File: src/rtl/uart_alu_sequencer.sv
// Command sequencer between the UART RX/TX FIFOs and the ALU datapath.
// Collects operand A, operand B and opcode from the RX FIFO, validates the
// opcode, latches the ALU result and pushes it into the TX FIFO. Partial
// commands are abandoned after an inter-byte timeout counted in baud ticks.
module uart_alu_sequencer #(
  parameter int unsigned NB_DATA       = 8,
  parameter int unsigned NB_CODE       = 6,
  parameter int unsigned NB_TOUT       = 16,
  parameter int unsigned TIMEOUT_TICKS = 640
) (
  input  logic               i_clk,
  input  logic               i_reset,
  input  logic               i_tick,
  input  logic               i_rx_empty,
  input  logic [NB_DATA-1:0] i_rx_data,
  output logic               o_rx_rd,
  output logic [NB_DATA-1:0] o_alu_a,
  output logic [NB_DATA-1:0] o_alu_b,
  output logic [NB_CODE-1:0] o_alu_op,
  input  logic [NB_DATA-1:0] i_alu_result,
  input  logic               i_tx_full,
  output logic               o_tx_wr,
  output logic [NB_DATA-1:0] o_tx_data,
  output logic               o_busy,
  output logic               o_op_err,
  output logic               o_timeout,
  output logic [7:0]         o_cmd_cnt
);

  typedef enum logic [2:0] {
    StGetA,
    StGetB,
    StGetOp,
    StExec,
    StSend
  } state_e;

  localparam logic [NB_CODE-1:0] OpAdd = NB_CODE'(6'b100000);
  localparam logic [NB_CODE-1:0] OpSub = NB_CODE'(6'b100010);
  localparam logic [NB_CODE-1:0] OpAnd = NB_CODE'(6'b100100);
  localparam logic [NB_CODE-1:0] OpOr  = NB_CODE'(6'b100101);
  localparam logic [NB_CODE-1:0] OpXor = NB_CODE'(6'b100110);
  localparam logic [NB_CODE-1:0] OpNor = NB_CODE'(6'b100111);
  localparam logic [NB_CODE-1:0] OpSra = NB_CODE'(6'b000011);
  localparam logic [NB_CODE-1:0] OpSrl = NB_CODE'(6'b000010);

  localparam logic [NB_TOUT-1:0] ToutLast = NB_TOUT'(TIMEOUT_TICKS - 1);

  state_e               state_q, state_d;
  logic [NB_DATA-1:0]   a_q, a_d;
  logic [NB_DATA-1:0]   b_q, b_d;
  logic [NB_CODE-1:0]   op_q, op_d;
  logic [NB_DATA-1:0]   tx_data_q, tx_data_d;
  logic [7:0]           cmd_cnt_q, cmd_cnt_d;
  logic [NB_TOUT-1:0]   tout_q, tout_d;
  logic                 op_err_q, op_err_d;
  logic                 timeout_q, timeout_d;
  logic                 rx_rd, tx_wr;
  logic                 op_ok;
  logic                 tout_expire;

  // Opcode membership test on the byte currently at the RX FIFO head.
  always_comb begin
    op_ok = 1'b0;
    unique case (i_rx_data[NB_CODE-1:0])
      OpAdd, OpSub, OpAnd, OpOr, OpXor, OpNor, OpSra, OpSrl: op_ok = 1'b1;
      default:                                              op_ok = 1'b0;
    endcase
  end

  // Abort condition while waiting for a later byte; a pop in the same cycle wins.
  assign tout_expire = i_tick && (tout_q == ToutLast);

  // Next-state, capture and handshake logic.
  always_comb begin
    state_d   = state_q;
    a_d       = a_q;
    b_d       = b_q;
    op_d      = op_q;
    tx_data_d = tx_data_q;
    cmd_cnt_d = cmd_cnt_q;
    tout_d    = tout_q;
    op_err_d  = 1'b0;
    timeout_d = 1'b0;
    rx_rd     = 1'b0;
    tx_wr     = 1'b0;
    unique case (state_q)
      StGetA: begin
        tout_d = '0;
        if (!i_rx_empty) begin
          rx_rd   = 1'b1;
          a_d     = i_rx_data;
          state_d = StGetB;
        end
      end
      StGetB: begin
        if (!i_rx_empty) begin
          rx_rd   = 1'b1;
          b_d     = i_rx_data;
          tout_d  = '0;
          state_d = StGetOp;
        end else if (tout_expire) begin
          timeout_d = 1'b1;
          tout_d    = '0;
          state_d   = StGetA;
        end else if (i_tick) begin
          tout_d = tout_q + NB_TOUT'(1);
        end
      end
      StGetOp: begin
        if (!i_rx_empty) begin
          rx_rd  = 1'b1;
          op_d   = i_rx_data[NB_CODE-1:0];
          tout_d = '0;
          if (op_ok) begin
            state_d = StExec;
          end else begin
            op_err_d = 1'b1;
            state_d  = StGetA;
          end
        end else if (tout_expire) begin
          timeout_d = 1'b1;
          tout_d    = '0;
          state_d   = StGetA;
        end else if (i_tick) begin
          tout_d = tout_q + NB_TOUT'(1);
        end
      end
      StExec: begin
        tout_d    = '0;
        tx_data_d = i_alu_result;
        state_d   = StSend;
      end
      StSend: begin
        tout_d = '0;
        if (!i_tx_full) begin
          tx_wr     = 1'b1;
          cmd_cnt_d = cmd_cnt_q + 8'd1;
          state_d   = StGetA;
        end
      end
      default: begin
        tout_d  = '0;
        state_d = StGetA;
      end
    endcase
  end

  // State and registered outputs; reset discards any partial command.
  always_ff @(posedge i_clk or negedge i_reset) begin
    if (!i_reset) begin
      state_q   <= StGetA;
      a_q       <= '0;
      b_q       <= '0;
      op_q      <= '0;
      tx_data_q <= '0;
      cmd_cnt_q <= '0;
      tout_q    <= '0;
      op_err_q  <= 1'b0;
      timeout_q <= 1'b0;
    end else begin
      state_q   <= state_d;
      a_q       <= a_d;
      b_q       <= b_d;
      op_q      <= op_d;
      tx_data_q <= tx_data_d;
      cmd_cnt_q <= cmd_cnt_d;
      tout_q    <= tout_d;
      op_err_q  <= op_err_d;
      timeout_q <= timeout_d;
    end
  end

  assign o_rx_rd   = rx_rd;
  assign o_tx_wr   = tx_wr;
  assign o_alu_a   = a_q;
  assign o_alu_b   = b_q;
  assign o_alu_op  = op_q;
  assign o_tx_data = tx_data_q;
  assign o_cmd_cnt = cmd_cnt_q;
  assign o_op_err  = op_err_q;
  assign o_timeout = timeout_q;
  assign o_busy    = (state_q != StGetA);

endmodule

File: config.mk
export PLATFORM = sky130hd
export DESIGN_NAME = uart_alu_sequencer
export DESIGN_NICKNAME = d
export VERILOG_FILES = /design/src/rtl/uart_alu_sequencer.sv
export SDC_FILE = /design/constraint.sdc
export NUM_CORES = 1
export LEC_CHECK = 0
export ABC_AREA = 0
export BUFFER_PORTS_ARGS = -buffer_cell sky130_fd_sc_hd__buf_2
export CAP_MARGIN = 20
export CELL_PAD_IN_SITES_DETAIL_PLACEMENT = 0
export CELL_PAD_IN_SITES_GLOBAL_PLACEMENT = 2
export CORE_UTILIZATION = 38
export DETAILED_ROUTE_END_ITERATION = 12
export GPL_TIMING_DRIVEN = 1
export HOLD_SLACK_MARGIN = 0.03
export PLACE_DENSITY = 0.89
export SKIP_CTS_REPAIR_TIMING = 1
export SYNTH_ARGS = -nofsm -noshare
export SYNTH_HDL_FRONTEND = slang
export SYNTH_SLANG_ARGS = --single-unit
export TNS_END_PERCENT = 50
File: constraint.sdc
create_clock -name i_clk -period 3.5 [get_ports i_clk]
set_clock_uncertainty 0.15 [all_clocks]
set_input_delay 0.35 -clock i_clk [delete_from_list [all_inputs] [get_ports i_clk]]
set_output_delay 0.35 -clock i_clk [all_outputs]
set_load 0.1 [all_outputs]
**After elaboration in Yosys (flattened, before gate mapping)**

Cells that the tools add are included.

- Bits of input ports: 21
- Register bits after elaboration: 59

- Bitwise gates (word level): 2
- Multiplexer cells: 22
- Reduce and logical (&&, ||, !) cells: 11
- Add/subtract/negate cells: 2
- Eq/ne operators: 16

Operator list:

| operator | number |
|---|---|
| 16-bit two-way mux | 4 |
| 6-bit equality test, second input constant | 6 |
| 16-bit by 1-bit adder with 16-bit output, second input constant | 1 |
| 16-bit by 10-bit equality test with 1-bit output, second input constant | 1 |
| 3-bit two-way mux | 5 |
| 3-bit one-hot mux with 5 select lines | 1 |
| 6-bit by 2-bit equality test with 1-bit output, second input constant | 2 |
| 1-bit two-way mux | 11 |
| 2-bit AND reduction | 5 |
| 8-bit by 1-bit adder with 8-bit output, second input constant | 1 |
| 8-bit OR reduction | 1 |
| 3-bit by 2-bit equality test with 1-bit output, second input constant | 2 |
| 2-bit != test, second input constant | 2 |
| 4-bit by 3-bit != test with 1-bit output, second input constant | 1 |
| 3-bit by 1-bit equality test with 1-bit output, second input constant | 1 |
| 3-bit equality test, second input constant | 1 |
| 3-bit zero test | 1 |
| 3-bit nonzero test | 1 |
| 3-bit OR reduction | 1 |
| 2-bit two-way mux | 1 |
| 1-bit NOT | 2 |
| 2-bit OR reduction | 1 |
| 1-bit logical AND | 1 |

**Longest topological paths before layout**

- Depth in word-level cells: 6
- Mapped depth: 6
- Depth with buffers taken out: 5

**Worst setup path after synthesis**

Ideal clock, no wire load.

- Path type: register to output
- From: reg state_q[0]
- To: out o_rx_rd
- Path buffers: 2
- Arrival: 2.954 ns
- Stages on the path, launching flop included: 4
- Data required time: 3.000 ns
- Path slack: 0.046 ns
- Cells stage by stage: dfrtp_1 -> buf_4 -> buf_2 -> a211oi_1

- Word-level cells in the longest chain between the ends: 3

Ends and longest elaborated chain:

| element | line | source |
|---|---|---|
| start, declared | 49 | `state_e state_q, state_d;` |
| start signal, assigned | 152 | `state_q <= StGetA;` |
| start signal, assigned | 162 | `state_q <= state_d;` |
| 3-bit by 2-bit equality test with 1-bit output, or another cell as far along | 87 | `unique case (state_q)` |
| 3-bit OR reduction (no line) (*) | -- |  |
| 1-bit two-way mux (*) | -- |  |
| end, declared | 16 | `output logic o_rx_rd,` |

Every way passes the cells marked *; elsewhere a longest branch is shown, timed or not.

**Worst setup path in the final report**

- From: reg state_q[2]
- To: out o_tx_wr

- Word-level cells in the longest chain between the ends: 2

Ends and longest elaborated chain:

| element | line | source |
|---|---|---|
| 3-bit equality test | 87 |  |
| 1-bit two-way mux | 87 |  |
| end, declared | 22 | `output logic o_tx_wr,` |

No other way between the ends.

==> run summary <==
Status -> finished clean
Critical Path Start Type -> flip-flop
XOR/XNOR Fraction of Synth Area -> 0.0436
Setup Viol. Count Final -> 0
Fin. Hold Viols -> 0
DRT Wirelength -> 5.68 mm
DP HPWL -> 3.97 mm
Sink Count -> 59
# rows -> 30
Maximum clock path buffer count -> 2
Clk slew on worst S/H paths -> 0.07 ns
Worst Path Buf+Inv -> 1
Gr ovfl total -> 0
Final TNS setup -> 0 ns
Simple-gate share of the synthesized area -> 0.186
Largest net degree at the start of global routing -> 42
Hold Crit Class -> primary input to flip-flop
Max Slew Vio Count -> 0
Antenna Violating Nets Remaining -> 0
Gpl congestion -> 0.737
Area grow syn2layout -> 22.3%
Die W -> 88.0 um
Met1 WL -> 2.74 mm
CP arrival -> 2.02 ns
Total CTS buffers -> 9
Avg Vias per Cell -> 5.11
Yosys warning count -> 0
FMAX -> 0.397 GHz
Type of destination of the critical path -> output pin
H-tree depth -> 3
Clk_lat worst skew -> 0.33 ns
Top-level port count -> 64
Core ar. -> 6980 um^2
Cells after synthesis -> 229
Crit-path slowest cell -> dfrtp_1
Syn nets -> 252
Synth Register Bits -> 59
Post-route clock period utilization -> 0.719
MaxCap Viol Count -> 0
Post-synthesis compound-gate area fraction -> 0.0859
Reg2reg setup slack -> 1.31 ns
Total GRT Usage -> 0.162
Vias in the first global route -> 1993
Initial Utilization -> 0.403
Slew headroom -> 0.537
Number of detailed-route iterations in the first pass -> 4
Worst path max stage delay -> 0.69 ns
Mux cell area share after synthesis -> 0.124
CTS Root Cell -> clkbuf_8
Share of cells above drive strength 1 -> 0.421
Commonest non-fill, non-tap cell in the layout -> buf_2
RSZ-0062 raised after global routing -> no
Multi-input gate area -> 1260 um^2
PortBufs -> 63
Most frequent cells in the layout -> buf_2, dfrtp_1, mux2_2, a21oi_1, nor2_1
Final #Nets -> 320
Fillers -> 678
Met3 Wirelength -> 234 um
Register area -> 1480 um^2
Die area -> 7740 um^2
Fin crit period -> 2.52 ns
Syn avg cell area -> 12.3 um^2
Largest family of logic cells by synthesized area -> simple AND/OR/NAND/NOR gates
Critical Setup Path Class -> flip-flop to output pin
Drt drc -> 0
CP required -> 3.00 ns
Synth Cell Area -> 2810 um^2
Die Ht -> 88.0 um
Highest metal used -> met4
Adder-cell share of the synthesized area -> 0.00890
Post-synthesis sequential area ratio -> 0.525
Iteration-0 DRC Markers -> 113
Crit path cell chain -> nor4b_4 -> buf_2
Met2 WL -> 2.67 mm
TritonCTS clock tree -> done
Routed len/inst -> 14.3 um
Crit-path max FO -> 14
Post-synth cell types -> 47
Diodes inserted -> 0
Initial antenna violation count -> 0
Global-route wire length before repair -> 9.56 mm
Worst path top cell family by delay -> flip-flops
Vias -> 2034
Slew @ Worst Pin -> 0.693 ns
## per-layer routing
layer	vias up	global-route usage
li1	984	-
met1	1009	0.209
met2	37	0.254
met3	4	0.0547
met4	0	0.0537
met5	-	0
## flip-flops by register name, indices dropped and copies added, names as in the netlist
register   count
o_alu_op       6
o_cmd_cnt      8
tout_q        16
o_alu_b        8
o_op_err       1
o_timeout      1
state_q        3
o_alu_a        8
o_tx_data      8
## Yosys cell counts, drive strengths merged
| master | count | area share |
|---|---|---|
| or3b | 1 | 0.0031 |
| a21o | 2 | 0.0053 |
| nand2 | 9 | 0.013 |
| mux2 | 31 | 0.12 |
| buf | 8 | 0.018 |
| o31ai | 2 | 0.0053 |
| nand4bb | 1 | 0.0040 |
| a211oi | 2 | 0.0053 |
| and4 | 1 | 0.0031 |
| a2111o | 1 | 0.0040 |
| nand4b | 1 | 0.0031 |
| nor3b | 1 | 0.0027 |
| or4bb | 1 | 0.0040 |
| nor4 | 5 | 0.022 |
| a211o | 1 | 0.0031 |
| a2111oi | 1 | 0.0031 |
| xnor2 | 9 | 0.028 |
| or2 | 3 | 0.0076 |
| o41ai | 1 | 0.0031 |
| nand2b | 5 | 0.011 |
| nand4 | 7 | 0.016 |
| dfrtp | 59 | 0.53 |
| ha | 2 | 0.0089 |
| nand3b | 3 | 0.0080 |
| inv | 6 | 0.0080 |
| a22oi | 1 | 0.0027 |
| a31oi | 1 | 0.0022 |
| nor2 | 10 | 0.013 |
| o31a | 1 | 0.0031 |
| o2111ai | 1 | 0.0031 |
| o21ai | 8 | 0.014 |
| a31o | 1 | 0.0031 |
| nand3 | 6 | 0.011 |
| nor4b | 3 | 0.025 |
| or4 | 4 | 0.013 |
| or3 | 9 | 0.024 |
| xor2 | 5 | 0.016 |
| and3 | 1 | 0.0022 |
| a21oi | 15 | 0.028 |
## cells by family (layout without fill, tap and decap cells)
| family | count (synthesis) | count (layout) |
|---|---|---|
| flops | 59 | 59 |
| xor+xnor | 14 | 14 |
| mux | 31 | 31 |
| simple gates | 71 | 71 |
| fa+ha+maj | 2 | 2 |
| buf+inv | 14 | 87 |
| compound gates | 38 | 38 |
## layout make-up
cell class              count  share of cell area
multi-input cells         156               0.367
flip-flops and latches     59               0.430
clock inverters             7              0.0291
repair buffers             65              0.0969
well taps                  96              0.0350
inverters                   6             0.00655
clock buffers               9              0.0361
## worst paths after layout
path | depth (start not counted) | end | startpoint
worst min-delay path | 2 | o_tx_data[2] | i_alu_result[2]
worst min register to register | 1 | o_cmd_cnt[7] | o_cmd_cnt[7]
max in group asynchronous | 3 | o_cmd_cnt[2] | i_reset
min in group asynchronous | 2 | tout_q[7] | i_reset
worst max register to register | 4 | tout_q[15] | state_q[1]
worst max-delay path | 2 | o_tx_wr | state_q[2]
## per-stage QoR
| stage | worst slack (ns) | instance area, um^2 | util | hold slack, ns | instances |
|---|---|---|---|---|---|
| after floorplan | 0.0464 | 2810 | - | -0.0956 | 229 |
| after global placement | 1.38 | 3200 | 0.459 | 0.181 | 381 |
| after detailed placement | 1.30 | 3200 | 0.459 | 0.174 | 381 |
| after CTS | 0.964 | 3430 | 0.491 | -0.194 | 397 |
| after global routing | 0.862 | 3440 | 0.492 | 0.0751 | 398 |
| final | 0.984 | 3440 | 0.492 | 0.0953 | 398 |
Power is left out: the tool's default activity adds up to more than one toggle a clock period on the data nets, which glitch-free logic cannot reach.
